**src/rtl/audio_pkg.sv**
```systemverilog
// Shared types and constants for the audio output path.
// Sample format and per-sample cycle schedule.
package audio_pkg;
  localparam int SAMPLE_W = 16;
  localparam int SAMPLE_CYCLE_LENGTH = 2272;
  localparam int SAMPLE_CNT_W = 12;

  typedef logic signed [SAMPLE_W-1:0] sample_t;
endpackage

```
**src/rtl/audio_sample_out_dac.sv**
```systemverilog
// First-order sigma-delta modulator producing a 1-bit PWM stream.
// The carry of the offset-binary accumulation is the output bit.
module sigma_delta_dac
  import audio_pkg::*;
(
  input  logic    clk,
  input  logic    rst_n,
  input  sample_t din,
  output logic    pwm
);

  logic [SAMPLE_W-1:0] acc;
  logic [SAMPLE_W-1:0] u;
  logic [SAMPLE_W:0]   sum;

  always_comb begin
    u   = {~din[SAMPLE_W-1], din[SAMPLE_W-2:0]};
    sum = {1'b0, acc} + {1'b0, u};
  end

  always_ff @(posedge clk or negedge rst_n) begin
    if (!rst_n) begin
      acc <= '0;
      pwm <= 1'b0;
    end else begin
      acc <= sum[SAMPLE_W-1:0];
      pwm <= sum[SAMPLE_W];
    end
  end

endmodule

```
**src/rtl/audio_sample_out.sv**
```systemverilog
// Sample FIFO, once-per-period pop into the held sample,
// underrun counter and sigma-delta output stage.
module audio_sample_out
  import audio_pkg::*;
#(
  parameter int DEPTH      = 4,
  parameter int TICK_PHASE = 0
) (
  input  logic                         clk,
  input  logic                         rst_n,
  input  logic [SAMPLE_CNT_W-1:0]      sample_cycle_count,
  input  sample_t                      s_data,
  input  logic                         s_valid,
  output logic                         s_ready,
  input  logic                         underrun_clear,
  output logic                         pwm_out,
  output sample_t                      cur_sample,
  output logic [$clog2(DEPTH+1)-1:0]   fifo_level,
  output logic [15:0]                  underrun_count
);

  localparam int LW = $clog2(DEPTH + 1);
  localparam int PW = $clog2(DEPTH);
  localparam logic [LW-1:0] FULL = LW'(DEPTH);
  localparam logic [LW-1:0] ONE = LW'(1);
  localparam logic [PW-1:0] PONE = PW'(1);
  localparam logic [SAMPLE_CNT_W-1:0] PHASE = SAMPLE_CNT_W'(TICK_PHASE);

  sample_t       mem [DEPTH];
  logic [PW-1:0] rd_ptr;
  logic [PW-1:0] wr_ptr;
  logic [LW-1:0] level_next;
  logic          tick;
  logic          empty;
  logic          push;
  logic          pop;

  always_comb begin
    tick  = sample_cycle_count == PHASE;
    empty = fifo_level == '0;
    push  = s_valid && s_ready;
    pop   = tick && !empty;
    level_next = fifo_level;
    unique case (1'b1)
      push && !pop: level_next = fifo_level + ONE;
      pop && !push: level_next = fifo_level - ONE;
      default:      level_next = fifo_level;
    endcase
  end

  always_ff @(posedge clk) begin
    if (push) mem[wr_ptr] <= s_data;
  end

  // Ready looks only at registered level, never at a same-cycle pop.
  always_ff @(posedge clk or negedge rst_n) begin
    if (!rst_n) begin
      rd_ptr     <= '0;
      wr_ptr     <= '0;
      fifo_level <= '0;
      s_ready    <= 1'b0;
      cur_sample <= '0;
    end else begin
      fifo_level <= level_next;
      s_ready    <= level_next != FULL;
      if (push) wr_ptr <= wr_ptr + PONE;
      if (pop) begin
        rd_ptr     <= rd_ptr + PONE;
        cur_sample <= mem[rd_ptr];
      end
    end
  end

  always_ff @(posedge clk or negedge rst_n) begin
    if (!rst_n) begin
      underrun_count <= '0;
    end else if (underrun_clear) begin
      underrun_count <= '0;
    end else if (tick && empty && underrun_count != 16'hFFFF) begin
      underrun_count <= underrun_count + 16'd1;
    end
  end

  sigma_delta_dac u_dac (
    .clk   (clk),
    .rst_n (rst_n),
    .din   (cur_sample),
    .pwm   (pwm_out)
  );

endmodule

```
**config.mk**
```make
export PLATFORM = sky130hd
export DESIGN_NAME = audio_sample_out
export DESIGN_NICKNAME = d
export VERILOG_FILES = /design/src/rtl/audio_pkg.sv /design/src/rtl/audio_sample_out_dac.sv /design/src/rtl/audio_sample_out.sv
export SDC_FILE = /design/constraint.sdc
export NUM_CORES = 1
export LEC_CHECK = 0
export CAP_MARGIN = 15
export CORE_UTILIZATION = 45
export DETAILED_ROUTE_END_ITERATION = 8
export DONT_BUFFER_PORTS = 1
export SLEW_MARGIN = 20
export SYNTH_ARGS = -nofsm -noshare
export SYNTH_HDL_FRONTEND = slang
export SYNTH_SLANG_ARGS = --single-unit
```
**constraint.sdc**
```tcl
create_clock -name clk -period 4.8 [get_ports clk]
set_input_delay 1.2 -clock clk [delete_from_list [all_inputs] [get_ports clk]]
set_output_delay 1.2 -clock clk [all_outputs]
set_load 0.02 [all_outputs]
```
==> flow_summary.ini <==
[timing]
rsz0062_at_grt = no
tns_ns = 0
tightest_slew_ns = 0.871
period_share_pct = 59.0
fmax_mhz = 353
fin_crit_ns = 2.83
maxSlewHeadroom_pct = 41.9
setup_violations = 0
hold_viol = 0
fin_skew_ns = 0.00617
drv_slew = 0

[detailed_routing]
vias_per_cell = 5.55
drc_errors = 10
dr.pass1.iters = 6
wire_per_inst_um = 17.2
vias = 2988
drt_iter0_drc = 166
wirelength_um = 9250
antenna_left = 0

[layout]
final_area_um2 = 6130
nets = 438
synthToLayoutAreaGrowth_pct = 14.1
layout.cells.most_common = edfxtp_1
drive_gt1_share_pct = 18.2
diodes = 0
mostFrequentLayoutCells = edfxtp_1 (64), dfrtp_1 (56), nor2_1 (28)

[outcome]
outcome = finished, violations left
violations = design-rule violations

[clocking]
post-cts-setup-buffer-count = 0
cts.sinks = 121
holdBufCountCts = 0
clock-root-buffer = clkbuf_16
clk_pin_slew_worst_paths_ns = 0.06
ctsResizeCount = 0
cts_tree = yes
cts_made_buffers = 17
clock_path_buffers = 2
htree_levels = 4
worstSkewPairLatency_ns = 0.41

[pwr]
p_switching_w = 0.000705
power_density_nw_per_um2 = 474
combPwrFrac_pct = 9.6
p_int_w = 0.00220
clock_power_share_pct = 44.0
swShare_pct = 24.2
p_leak_nw = 2.41
power_frac_seq_pct = 46.4
peakVddDrop_mv = 0.246

[worst_setup_path]
crit_type = input pin to register
slowest_stage = fa_1
startpoint_type = input pin
critPathArrivalTime_ns = 3.12
end_kind = register
worstPathMaxFanout = 18
cp_data_required_time_ns = 5.09
path_buf_inv = 3
critPathMaxStageDelay_ns = 0.38
cp_top_family = simple AND/OR/NAND/NOR gates
crit_chain = nor4_2 > nand4b_1 > buf_4 > inv_1 > ha_1 > inv_1 > fa_1 > xor2_1 > nor2_1 > xor2_1 > nand2_1

[synth]
ys_ff_latch = 121
async_reset_ff_share_pct = 47.1
syn_avg_cell_area_um2 = 14.5
synth_edf_count = 64
syn_inst = 370
synth-seq-area-share_pct = 62.3
syn_area_um2 = 5370
mappedNetlistNets = 426
synth.distinct_cells = 45
ys_warn_count = 0
synthFlopType = edfxtp_1

[floorplanning]
die_area_um2 = 12400
die_h_um = 111
rows = 39
ios = 69
core_um2 = 11500
start_util_pct = 46.6
die_w_um = 111

[job]
drv_cap = 0

[placed_design]
gp_congestion = 0.792
placement.cell_area_um2 = 5520
dp_hpwl_um = 6260
io_buffers = 0

[min_path]
hold_path.class = input pin to asynchronous set/reset pin

[global_routing]
grt_overflow = 0
antenna_found_initial = 0
grtUsageTotal_pct = 16.5
grt_pass1_wl_um = 15500
grt_start_max_net_pins = 58
first_global_vias = 3061
[path summary, 6_finish.rpt]
check	endpoint	startpoint	cells past startpoint	slack (ns)
setup / recovery	s_ready	sample_cycle_count[1]	11	1.97
hold / removal	underrun_count[4]	rst_n	0	0.48
setup reg to reg	u_dac.acc[14]	cur_sample[0]	7	2.34
hold reg to reg	u_dac.acc[0]	u_dac.acc[0]	1	0.48
max in group asynchronous	rd_ptr[0]	rst_n	0	4.21
min in group clk	u_dac.acc[0]	u_dac.acc[0]	1	0.48
[sequential cells by signal (all words and copies together), names as in the netlist]
name,cells
mem,64
cur_sample,16
u_dac.acc,16
underrun_count,16
fifo_level,3
rd_ptr,2
wr_ptr,2
s_ready,1
u_dac.pwm,1
[Yosys cell counts (2+ instances only)]
master / n / area, µm²
a21oi_1: 18 / 90.1
mux2_2: 17 / 191
a31oi_1: 4 / 25.0
a21o_1: 2 / 15.0
a211oi_1: 5 / 37.5
clkbuf_1: 4 / 15.0
xor2_1: 8 / 70.1
nor4_1: 5 / 31.3
nand4_1: 5 / 31.3
nand3_1: 6 / 30.0
dfrtp_1: 57 / 1430
nor4b_1: 3 / 26.3
and3_1: 5 / 31.3
nor4_2: 3 / 37.5
ha_1: 22 / 275
fa_1: 2 / 40.0
mux4_2: 16 / 360
nand2_1: 19 / 71.3
mux2i_1: 2 / 20.0
o21bai_1: 2 / 15.0
o21ai_0: 12 / 60.1
edfxtp_1: 64 / 1920
o211ai_1: 4 / 30.0
nor3_1: 2 / 10.0
or3_1: 4 / 25.0
inv_1: 11 / 41.3
nor2_1: 28 / 105
o21a_1: 2 / 15.0
xnor2_1: 20 / 175
buf_2: 3 / 15.0
[per-stage QoR]
stage	power, W	hold WS (ns)	std cells	util, %	setup WS [ns]
after floorplan	0.00157	0.443	370	-	1.65
after global placement	0.00164	0.454	506	48.0	1.65
after detailed placement	0.00165	0.460	506	48.0	1.55
after CTS	0.00294	0.462	538	53.2	1.99
after global routing	0.00303	0.461	538	53.2	1.81
final	0.00291	0.481	538	53.2	1.97
[power groups by stage]
| stage | clock network, W | logic (W) | registers (W) |
|---|---|---|---|
| final | 0.00128 | 0.000278 | 0.00135 |
| after global routing | 0.00135 | 0.000316 | 0.00136 |
| after CTS | 0.00131 | 0.000285 | 0.00135 |
| after detailed placement | 0 | 0.000283 | 0.00137 |
| after global placement | 0 | 0.000273 | 0.00136 |
| after floorplan | 0 | 0.000222 | 0.00135 |
[routing by layer]
metal  GRT usage [%]  wire length (µm)  vias to the layer above
li1                -                 -                     1423
met1            20.4              4070                     1491
met2            25.6              4460                       58
met3            6.51               548                       16
met4            7.39               176                        0
met5               0                 0                        -
[final cells by class]
type / instances / area (µm²)
fill: 935 / 5390
sequential: 121 / 3350
multi-input combinational: 230 / 1950
clock buffer: 18 / 429
tap: 143 / 179
clock inverter: 14 / 173
inverter: 11 / 41.3
timing repair buffer: 1 / 7.51
[cell families (layout without fill, tap and decap cells)]
logic type	Yosys count	in the layout	share of synthesized area, %
compound gates	54	54	6.22
simple gates	89	89	8.95
flops	121	121	62.3
buf+inv	19	44	1.40
fa+ha+maj	24	24	5.87
xor+xnor	28	28	4.57
mux	35	35	10.6
(Power assumes the default switching activity.)
